<file path="config.mk">
export PLATFORM = sky130hd
export DESIGN_NAME = exe_mdu
export DESIGN_NICKNAME = d
export VERILOG_FILES = /design/src/rtl/exe_mdu_pkg.sv /design/src/rtl/exe_mdu_core.sv /design/src/rtl/exe_mdu.sv
export SDC_FILE = /design/constraint.sdc
export NUM_CORES = 1
export LEC_CHECK = 0
export ABC_CLOCK_PERIOD_IN_PS = 3120
export CORE_MARGIN = 2
export CORE_UTILIZATION = 50
export CTS_BUF_LIST = sky130_fd_sc_hd__clkbuf_4 sky130_fd_sc_hd__clkbuf_8
export DETAILED_ROUTE_END_ITERATION = 8
export DONT_BUFFER_PORTS = 1
export PLACE_DENSITY = 0.75
export SLEW_MARGIN = 20
export SYNTH_ARGS = -nofsm -noshare
export SYNTH_HDL_FRONTEND = slang
export SYNTH_SLANG_ARGS = --single-unit
</file>
<file path="constraint.sdc">
create_clock -name clk -period 3.12 [get_ports clk]
set_input_delay 0.624 -clock clk [delete_from_list [all_inputs] [get_ports clk]]
set_output_delay 0.624 -clock clk [all_outputs]
set_load 0.01 [all_outputs]
</file>
<file path="src/rtl/exe_mdu_pkg.sv">
// Shared encodings for the execute-stage multiply/divide unit.
package exe_mdu_pkg;

    localparam int MD_OP_LENGTH = 3;

    typedef enum logic [MD_OP_LENGTH-1:0] {
        MD_NONE  = 3'd0,
        MD_MULT  = 3'd1,
        MD_MULTU = 3'd2,
        MD_DIV   = 3'd3,
        MD_DIVU  = 3'd4,
        MD_MTHI  = 3'd5,
        MD_MTLO  = 3'd6
    } md_op_e;

    typedef enum logic [1:0] {
        MDU_IDLE = 2'd0,
        MDU_CALC = 2'd1,
        MDU_FIX  = 2'd2
    } mdu_state_e;

    localparam logic [31:0] ZERO_WORD = 32'h0000_0000;

    function automatic logic is_muldiv(input logic [MD_OP_LENGTH-1:0] op);
        return (op == MD_MULT) || (op == MD_MULTU) || (op == MD_DIV) || (op == MD_DIVU);
    endfunction

    function automatic logic is_div_op(input logic [MD_OP_LENGTH-1:0] op);
        return (op == MD_DIV) || (op == MD_DIVU);
    endfunction

    function automatic logic is_signed_op(input logic [MD_OP_LENGTH-1:0] op);
        return (op == MD_MULT) || (op == MD_DIV);
    endfunction

endpackage

</file>
<file path="src/rtl/exe_mdu_core.sv">
// Iterative radix-2 shift-add multiplier / restoring divider on unsigned magnitudes.
module mdu_core #(
    parameter int WIDTH = 32,
    parameter int ITER  = 32,
    parameter int CNT_W = 6
) (
    input  logic               clk,
    input  logic               rst_n,
    input  logic               start,
    input  logic               step,
    input  logic               is_div,
    input  logic [WIDTH-1:0]   op_a,
    input  logic [WIDTH-1:0]   op_b,
    output logic [2*WIDTH-1:0] result,
    output logic               last
);

    logic [2*WIDTH-1:0] acc, acc_nxt;
    logic [WIDTH-1:0]   a_q, b_q;
    logic [CNT_W-1:0]   cnt;
    logic               div_q;
    logic [WIDTH:0]     add_sum, shifted;
    logic [WIDTH+1:0]   trial;

    // mul: a_q = multiplicand, b_q = multiplier (consumed LSB first)
    // div: acc = remainder:quotient, b_q = divisor
    always_comb begin
        add_sum = {1'b0, acc[2*WIDTH-1:WIDTH]} + (b_q[0] ? {1'b0, a_q} : {(WIDTH+1){1'b0}});
        shifted = {acc[2*WIDTH-1:WIDTH], acc[WIDTH-1]};
        trial   = {1'b0, shifted} - {2'b00, b_q};
        acc_nxt = {add_sum, acc[WIDTH-1:1]};
        if (div_q) begin
            if (!trial[WIDTH+1])
                acc_nxt = {trial[WIDTH-1:0], acc[WIDTH-2:0], 1'b1};
            else
                acc_nxt = {shifted[WIDTH-1:0], acc[WIDTH-2:0], 1'b0};
        end
    end

    always_ff @(posedge clk or negedge rst_n) begin
        if (!rst_n) begin
            acc   <= '0;
            a_q   <= '0;
            b_q   <= '0;
            cnt   <= '0;
            div_q <= 1'b0;
        end else if (start) begin
            acc   <= is_div ? {{WIDTH{1'b0}}, op_a} : '0;
            a_q   <= op_a;
            b_q   <= op_b;
            cnt   <= '0;
            div_q <= is_div;
        end else if (step) begin
            acc <= acc_nxt;
            cnt <= cnt + 1'b1;
            if (!div_q)
                b_q <= {1'b0, b_q[WIDTH-1:1]};
        end
    end

    assign result = acc;
    assign last   = (cnt == CNT_W'(ITER - 1));

endmodule

</file>
<file path="src/rtl/exe_mdu.sv">
// EX-stage multiply/divide unit: owns HI/LO, sequences the iterative core, stalls the pipe.
//   state | meaning
//   IDLE  | HI/LO stable; accepts MTHI/MTLO and mul/div issue
//   CALC  | one core iteration per cycle, ITER cycles
//   FIX   | sign/div-by-zero correction, HI/LO written at exit edge
module exe_mdu
    import exe_mdu_pkg::*;
#(
    parameter int WIDTH = 32,
    parameter int ITER  = 32,
    parameter int CNT_W = 6
) (
    input  logic                    clk,
    input  logic                    rst_n,
    input  logic [MD_OP_LENGTH-1:0] mdOpE,
    input  logic                    mdValidE,
    input  logic [WIDTH-1:0]        SrcA,
    input  logic [WIDTH-1:0]        SrcB,
    input  logic                    flushE,
    output logic [WIDTH-1:0]        hiE,
    output logic [WIDTH-1:0]        loE,
    output logic                    mdStallE,
    output logic                    mdDoneE
);

    mdu_state_e         state, state_nxt;
    logic               issue_md, op_signed, core_last;
    logic               is_div_q, neg_res_q, neg_rem_q, dz_q;
    logic [WIDTH-1:0]   a_raw_q, hi_q, lo_q, mag_a, mag_b, fix_hi, fix_lo;
    logic [2*WIDTH-1:0] core_res, prod_fix;

    // 33-bit intermediate so |0x80000000| comes out as 0x80000000 unsigned
    function automatic logic [WIDTH-1:0] magnitude(input logic [WIDTH-1:0] v, input logic sgn);
        logic [WIDTH:0] ext;
        ext = {sgn & v[WIDTH-1], v};
        if (ext[WIDTH])
            ext = -ext;
        return ext[WIDTH-1:0];
    endfunction

    assign op_signed = is_signed_op(mdOpE);
    assign issue_md  = (state == MDU_IDLE) && mdValidE && !flushE && is_muldiv(mdOpE);
    assign mag_a     = magnitude(SrcA, op_signed);
    assign mag_b     = magnitude(SrcB, op_signed);

    mdu_core #(.WIDTH(WIDTH), .ITER(ITER), .CNT_W(CNT_W)) u_core (
        .clk    (clk),
        .rst_n  (rst_n),
        .start  (issue_md),
        .step   (state == MDU_CALC),
        .is_div (is_div_op(mdOpE)),
        .op_a   (mag_a),
        .op_b   (mag_b),
        .result (core_res),
        .last   (core_last)
    );

    always_comb begin
        state_nxt = state;
        unique case (state)
            MDU_IDLE: if (issue_md) state_nxt = MDU_CALC;
            MDU_CALC: begin
                if (flushE)         state_nxt = MDU_IDLE;
                else if (core_last) state_nxt = MDU_FIX;
            end
            MDU_FIX:  state_nxt = MDU_IDLE;
            default:  state_nxt = MDU_IDLE;
        endcase
    end

    always_comb begin
        prod_fix = neg_res_q ? -core_res : core_res;
        fix_hi   = prod_fix[2*WIDTH-1:WIDTH];
        fix_lo   = prod_fix[WIDTH-1:0];
        if (is_div_q) begin
            fix_lo = neg_res_q ? -core_res[WIDTH-1:0] : core_res[WIDTH-1:0];
            fix_hi = neg_rem_q ? -core_res[2*WIDTH-1:WIDTH] : core_res[2*WIDTH-1:WIDTH];
            if (dz_q) begin
                fix_hi = a_raw_q;
                fix_lo = '1;
            end
        end
    end

    always_ff @(posedge clk or negedge rst_n) begin
        if (!rst_n) begin
            state     <= MDU_IDLE;
            is_div_q  <= 1'b0;
            neg_res_q <= 1'b0;
            neg_rem_q <= 1'b0;
            dz_q      <= 1'b0;
            a_raw_q   <= '0;
        end else begin
            state <= state_nxt;
            if (issue_md) begin
                is_div_q  <= is_div_op(mdOpE);
                neg_res_q <= op_signed && (SrcA[WIDTH-1] ^ SrcB[WIDTH-1]);
                neg_rem_q <= op_signed && SrcA[WIDTH-1];
                dz_q      <= is_div_op(mdOpE) && (SrcB == '0);
                a_raw_q   <= SrcA;
            end
        end
    end

    always_ff @(posedge clk or negedge rst_n) begin
        if (!rst_n) begin
            hi_q <= '0;
            lo_q <= '0;
        end else if (state == MDU_IDLE) begin
            if (mdValidE && !flushE && mdOpE == MD_MTHI) hi_q <= SrcA;
            if (mdValidE && !flushE && mdOpE == MD_MTLO) lo_q <= SrcA;
        end else if (state == MDU_FIX && !flushE) begin
            hi_q <= fix_hi;
            lo_q <= fix_lo;
        end
    end

    assign hiE      = hi_q;
    assign loE      = lo_q;
    assign mdStallE = issue_md || (state != MDU_IDLE);
    assign mdDoneE  = (state == MDU_FIX) && !flushE;

endmodule

</file>
==> metrics.md, run 1 <==
| Metric | Value |
|---|---|
| Status | `finished, violations left` |
| Failing checks | `hold timing, setup timing` |
| Via count | `roughly 18000` |
| H-tree depth | `2` |
| Mapped Area | `between 15000 and 20000 um2` |
| Reg2Reg Depth | `15` |
| Largest area contributor in the netlist | `dfrtp_1` |
| CTS tree | `yes` |
| Hold_ws | `-0.301 ns` |
| # IOs | `~140` |
| Total grt overflow | `0` |
| WP data required | `3.62 ns` |
| Max IR drop VDD | `between 0.5 and 0.6 mV` |
| Die Height | `approximately 190 um` |
| Clk sinks | `roughly 240` |
| Pin count of the biggest net entering global routing | `approximately 240` |
| Row count | `69` |
| Port bufs | `0` |
| Critical path launch point type | `flop` |
| Top FF cell, synth | `dfrtp_1` |
| Area growth syn-to-layout | `21.5%` |
| Crit share post-route | `101%` |
| Hpwl dp | `approximately 47000 um` |
| Worst path bufs/invs | `3` |
| First-pass GRT wire length | `roughly 100000 um` |
| CORE AREA | `~36000 um2` |
| Ranking of synthesized cells by area | `dfrtp_1, nand2_1, o21ai_0, xnor2_1, ha_1` |
| Critical Path Max Stage Delay | `approximately 0.45 ns` |
| Antenna violations before repair | `0` |
| Fmax | `approximately 0.32 GHz` |
| CP max FO | `5` |
| Final nets | `about 2600` |
| Seq/Total Area, Yosys | `32.5%` |
| Post-synth top area share | `between 30% and 40%` |
| RePlAce Congestion | `~0.99` |
| Post-route DRC | `0` |
| Clock Tree Root | `clkbuf_8` |
| Synth Instances | `about 2300` |
| Slew HR | `~41%` |
| Violation count after the first detailed-route iteration | `1499` |
| Endpoint class of the critical path | `flop` |
| Antenna Nets Post-Route | `0` |
| Async set or reset register ratio after synthesis | `100%` |
| Design Power | `21.0 mW` |
| Synth Warn # | `0` |
| Max-cap violations | `0` |
| # diodes | `0` |
| Post-synthesis cell type count | `78` |
| Post-synth EDFFs | `0` |
| Final worst setup slack | `-0.0405 ns` |
| Cts bufs inserted | `45` |
| Die W | `slightly below 200 um` |
| Class of the worst hold path | `in2async` |
| Tmin final | `~3.2 ns` |
| Placed cells | `slightly below 3000` |
| WL final | `62900 um` |
| Dpl ws | `-0.245 ns` |
| Post-synthesis register bit count | `235` |
| Clock Path Buffers | `3` |
| Wirelength per Cell | `21.0 um` |
| First drt pass iteration count | `6` |
| Share of layout cells above drive strength 1 | `between 20% and 30%` |
| Clk Latency, worst-skew pair | `around 0.64 ns` |
| GR Util All Layers | `about a third` |
| CP top delay family | `compound AO/OA/AOI/OAI gates` |
| Static Leak | `around 9.7 nW` |
| Slowest-stage cell, CP | `o41a_1` |
| Slew Limit Fails | `0` |
| Worst EP arrival | `approximately 3.7 ns` |
| Worst Skew | `between 0.02 and 0.025 ns` |
| Syn nets | `about 2500` |
| Vias per std cell | `about 6.1` |
| Reg2reg setup slack | `-0.04 ns` |
| CP Depth | `15` |
| RSZ-0062 raised after global routing | `yes` |
| Final setup viols | `1` |
| Fin. Hold Viols | `~240` |
| Kind of critical path | `reg2reg` |
| PD cells | `956 nW/um2` |
| Die ar. | `between 30000 and 40000 um2` |
| Number of global-route vias before repair | `roughly 18000` |
| Worst-path cell chain | `and2_4, ha_2, inv_2, fa_2, nand2b_4, a21oi_4, o41a_1, o31ai_4, buf_6, o41ai_4, a221oi_2, buf_4, xnor2_2, a22oi_1, o211ai_1` |
| Final cell count without fillers | `~3000` |
| Worst Tran Pin Value | `roughly 0.9 ns` |
| Initial core utilization | `50.8%` |
| Syn_area_per_cell | `between 7 and 8 um2` |
| Clock transition at path regs | `approximately 0.060 ns` |
==> kinds of logic after synthesis <==
logic type | count (synthesis) | synth area share, %
mux | 57 | 3.18
fa+ha+maj | 71 | 5.00
buf+inv | 229 | 4.87
flops | 235 | 32.5
compound gates | 720 | 24.6
xor+xnor | 187 | 9.06
simple gates | 822 | 20.8
==> repair_timing <==
action | in CTS | in global routing
endpoints found under the setup margin | 20 | 50
endpoints found under the hold margin | 235 | 235
pin swaps | 10 | 42
setup buffers | 1 | 12
resized for setup | 33 | 113
==> cell usage in the layout (no fill, tap or decap), types with 58 or more instances in the layout <==
| cell type | instances |
|---|---|
| buf_4 | 288 |
| o21ai_0 | 216 |
| inv_1 | 60 |
| a21oi_1 | 152 |
| ha_1 | 58 |
| nor2_1 | 178 |
| xnor2_1 | 133 |
| nand2_1 | 367 |
| dfrtp_1 | 229 |
==> stage by stage <==
step	utilization (%)	area (um2)	hold WS (ns)	TNS [ns]
after floorplan	-	18100	0.328	-0.125
after global placement	56.9	20200	0.333	-0.845
after detailed placement	56.9	20200	0.333	-2.08
after CTS	60.1	21400	-0.335	-0.00181
after global routing	61.8	22000	-0.326	-1.02
final	61.8	22000	-0.301	-0.0405
==> worst reg2reg max path, delay by kind of cell (launching register included) <==
family                   cells  cell delay [ns]
AO/OA/AOI/OAI                7             1.46
XOR/XNOR                     1             0.06
adder cells (fa/ha/maj)      2             0.40
buffers and inverters        3             0.42
flip-flops                   1             0.44
AND/OR/NAND/NOR              2             0.29
==> where the power goes <==
part	internal (mW)	leakage, nW	switching, mW	total, mW
combinational	5.73	6.28	6.65	12.4
sequential	4.08	2.90	1.04	5.12
clock	2.03	0.530	1.47	3.50
==> Yosys cell counts (31+ instances only) <==
library cell and count:
o31ai_1 37, ha_1 69, a21o_1 31, nand3_1 35, o22ai_1 37, and2_1 39
nor2_1 186, xor2_1 53, a21oi_1 167, inv_1 62, mux2i_1 54, o21ai_0 235
dfrtp_1 235, clkbuf_1 150, xnor2_1 134, nand2_1 376, nor3_1 31
==> routing by layer <==
layer	vias to the layer above	GRT usage, %	wire (um)
met5	-	0	0
met4	0	10.9	2130
met3	144	6.19	4650
met2	690	51.1	28700
met1	8908	45.3	27400
li1	8599	-	-
==> registers in the layout (all words and copies together) (netlist names) <==
| name | cells |
|---|---|
| dz_q | 1 |
| u_core.a_q | 32 |
| state | 2 |
| u_core.result | 64 |
| loE | 32 |
| u_core.b_q | 32 |
| neg_res_q | 1 |
| a_raw_q | 31 |
| hiE | 32 |
| u_core.cnt | 6 |
| neg_rem_q | 1 |
| is_div_q | 1 |
==> area by class of cell <==
| class | count | area (um2) |
|---|---|---|
| Sequential cell | 235 | 5890 |
| Multi-Input combinational cell | 1857 | 12000 |
| Clock buffer | 72 | 878 |
| Clock inverter | 8 | 125 |
| Inverter | 63 | 236 |
| Timing Repair Buffer | 299 | 2310 |
| Fill cell | 3212 | 13600 |
| Tap cell | 461 | 577 |
==> worst paths after layout <==
| path | start | end |
|---|---|---|
| worst max-delay path | u_core.b_q[0]$_DFFE_PN0P_ | u_core.result[59]$_DFFE_PN0P_ |
| worst min-delay path | rst_n | loE[29]$_DFFE_PN0P_ |
| worst max register to register | u_core.b_q[0]$_DFFE_PN0P_ | u_core.result[59]$_DFFE_PN0P_ |
| worst min register to register | a_raw_q[10]$_DFFE_PN0P_ | a_raw_q[10]$_DFFE_PN0P_ |
| max in group asynchronous | rst_n | u_core.result[34]$_DFFE_PN0P_ |
| min in group clk | flushE | state[1]$_DFFE_PN0P_ |
No activity file was read; power rests on OpenSTA's default activity.
==> run 2, diff against run 1 <==
Settings changed: SLEW_MARGIN 20 to 5.
==> metrics.md, run 2 (same netlist as run 1, synthesis figures left out) <==
| Metric | Value |
|---|---|
| R2r startpoint | `u_core.b_q[0]$_DFFE_PN0P_` |
| Die ar. | `37700 um2 (unchanged)` |
| First-pass GRT wire length | `98100 um (unchanged)` |
| Final worst setup slack | `-0.0455 ns (-0.00504 ns)` |
| CP startpoint | `u_core.b_q[0]$_DFFE_PN0P_` |
| Antenna violations before repair | `0 (unchanged)` |
| Die Height | `194 um (unchanged)` |
| Switching share of power | `43.6% (about the same)` |
| Area growth syn-to-layout | `21.5% (about the same)` |
| RePlAce Congestion | `0.991 (unchanged)` |
| Hold_ws | `-0.300 ns (+0.00143 ns)` |
| Worst Tran Pin Value | `1.17 ns (+0.277 ns)` |
| Endpoint class of the critical path | `flop` |
| Register Area | `5890 um2 (unchanged)` |
| Crit share post-route | `101% (+0.16 points)` |
| Cts bufs inserted | `45 (unchanged)` |
| Slew Limit Fails | `0 (unchanged)` |
| Final setup viols | `1 (unchanged)` |
| Row count | `69 (unchanged)` |
| Critical path launch point type | `flop` |
| Worst-path cell chain | `and2_4, ha_2, inv_2, fa_2, nand2b_4, a21oi_4, o41a_1, o31ai_4, buf_6, o41ai_4, a221oi_2, buf_4, xnor2_2, a22oi_1, o211ai_1` |
| Sequential share of power | `24.4% (about the same)` |
| First drt pass iteration count | `6 (unchanged)` |
| Pin count of the biggest net entering global routing | `236 (unchanged)` |
| Post-route DRC | `0 (unchanged)` |
| Clk Latency, worst-skew pair | `0.63 ns (about the same)` |
| Reg2Reg Depth | `15 (unchanged)` |
| Worst Skew | `0.0206 ns (-0.00346 ns)` |
| Total grt overflow | `0 (unchanged)` |
| CORE AREA | `35600 um2 (unchanged)` |
| Violation count after the first detailed-route iteration | `1563 (+4.3%)` |
| Fmax | `0.316 GHz (-0.16%)` |
| Vias per std cell | `6.14 (+0.19%)` |
| Initial core utilization | `50.8% (unchanged)` |
| Via count | `18400 (+0.26%)` |
| Critical Path Max Stage Delay | `0.45 ns (about the same)` |
| Reg-to-reg endpoint | `u_core.result[59]$_DFFE_PN0P_` |
| # IOs | `137 (unchanged)` |
| Reg2reg setup slack | `-0.05 ns (about the same)` |
| Max-cap violations | `0 (unchanged)` |
| Part of the power in combinational logic | `59.0% (about the same)` |
| Clock transition at path regs | `0.06 ns (about the same)` |
| Static Leak | `9.71 nW (about the same)` |
| Clock Path Buffers | `3 (unchanged)` |
| Fin. Hold Viols | `235 (unchanged)` |
| Wirelength per Cell | `21.0 um (about the same)` |
| Failing checks | `hold timing, setup timing` |
| WL final | `62900 um (+0.13%)` |
| Area of the multi-input gates | `12000 um2 (about the same)` |
| Worst EP arrival | `3.67 ns (about the same)` |
| Tmin final | `3.17 ns (+0.00504 ns)` |
| Final nets | `2644 (+0.038%)` |
| Die W | `194 um (unchanged)` |
| Slowest-stage cell, CP | `o41a_1` |
| Clock power frac | `16.6% (about the same)` |
| Most frequent cells in the layout | `nand2_1, buf_4, dfrtp_1` |
| Number of global-route vias before repair | `17600 (unchanged)` |
| Int Pwr | `11.9 mW (about the same)` |
| Antenna Nets Post-Route | `0 (unchanged)` |
| Class of the worst hold path | `in2async` |
| Fin util | `61.8% (about the same)` |
| Hpwl dp | `46900 um (unchanged)` |
| Dpl ws | `-0.245 ns (unchanged)` |
| Largest register FFs | `64 (unchanged)` |
| WP data required | `3.62 ns (about the same)` |
| Status | `finished, violations left` |
| CP max FO | `5 (unchanged)` |
| Max IR drop VDD | `0.536 mV (-0.19%)` |
| Psw | `9.16 mW (+0.10%)` |
| RSZ-0062 raised after global routing | `yes` |
| Most common cell after layout, fill and taps aside | `nand2_1` |
| Kind of critical path | `reg2reg` |
| Share of layout cells above drive strength 1 | `20.7% (about the same)` |
| GR Util All Layers | `32.6% (unchanged)` |
| Clk sinks | `235 (unchanged)` |
| PD cells | `957 nW/um2 (about the same)` |
| Port bufs | `0 (unchanged)` |
| Slew HR | `22.2% (-18 points)` |
| CTS tree | `yes` |
| Number of fillers in the final layout | `3217 (+0.16%)` |
| H-tree depth | `2 (unchanged)` |
| Critical Path Sink | `u_core.result[59]$_DFFE_PN0P_` |
| Clock Tree Root | `clkbuf_8` |
run 2: critical path, delay by kind of cell (launching register included):
family / cells / cell delay [ns]
AND/OR/NAND/NOR: 2 / 0.29
buffers and inverters: 3 / 0.42
adder cells (fa/ha/maj): 2 / 0.40
AO/OA/AOI/OAI: 7 / 1.46
XOR/XNOR: 1 / 0.06
flip-flops: 1 / 0.44
run 2: worst min path at each step:
stage          startpoint                           end  slack (ns)  cells past startpoint
2_1_floorplan       rst_n       a_raw_q[10]$_DFFE_PN0P_        0.33                      0
3_3_place_gp        rst_n           loE[29]$_DFFE_PN0P_        0.33                      0
3_5_place_dp        rst_n           loE[29]$_DFFE_PN0P_        0.33                      0
4_1_cts             rst_n  u_core.result[7]$_DFFE_PN0P_       -0.34                      0
5_1_grt             rst_n           loE[29]$_DFFE_PN0P_       -0.33                      0
6_report            rst_n           loE[29]$_DFFE_PN0P_       -0.30                      0
run 2: power by group through the flow:
stage | logic, mW | clock network (mW) | registers, mW
finish | 12.4 | 3.50 | 5.12
global route | 13.5 | 3.67 | 5.25
CTS | 11.7 | 3.54 | 5.10
detailed placement | 11.5 | 0 | 5.14
global placement | 11.3 | 0 | 5.10
floorplan | 7.45 | 0 | 4.92
run 2: area by class of cell:
| cell class | count | share of cell area [%] |
|---|---|---|
| antenna | 1 | 0.0114 |
| inverter | 63 | 1.08 |
| timing repair buffer | 300 | 10.5 |
| multi-input combinational | 1857 | 54.4 |
| tap | 461 | 2.62 |
| clock inverter | 8 | 0.569 |
| clock buffer | 72 | 4.00 |
| sequential | 235 | 26.8 |
run 2: through the flow:
step / TNS, ns / hold WS, ns / total power [mW] / instances / area, um2
global placement: -0.845 / 0.333 / 16.3 / 2902 / 20200
CTS: -0.00181 / -0.335 / 20.3 / 2983 / 21400
floorplan: -0.125 / 0.328 / 12.4 / 2321 / 18100
finish: -0.0455 / -0.300 / 21.0 / 2997 / 22000
global route: -1.04 / -0.326 / 22.4 / 2996 / 22000
detailed placement: -2.08 / 0.333 / 16.6 / 2902 / 20200
run 2: routing by layer:
| metal | vias up | part of all wire [%] | GRT usage [%] |
|---|---|---|---|
| li1 | 8613 | - | - |
| met1 | 8906 | 44 | 45.3 |
| met2 | 709 | 45 | 51.1 |
| met3 | 161 | 7.6 | 6.19 |
| met4 | 0 | 3.5 | 10.9 |
| met5 | - | 0 | 0 |
run 2: repair_timing:
action	4_1_cts	5_1_grt
pin swaps	10	42
setup buffers	1	14
endpoints found under the setup margin	20	50
hold endpoints to repair	235	235
gates resized for setup	33	113
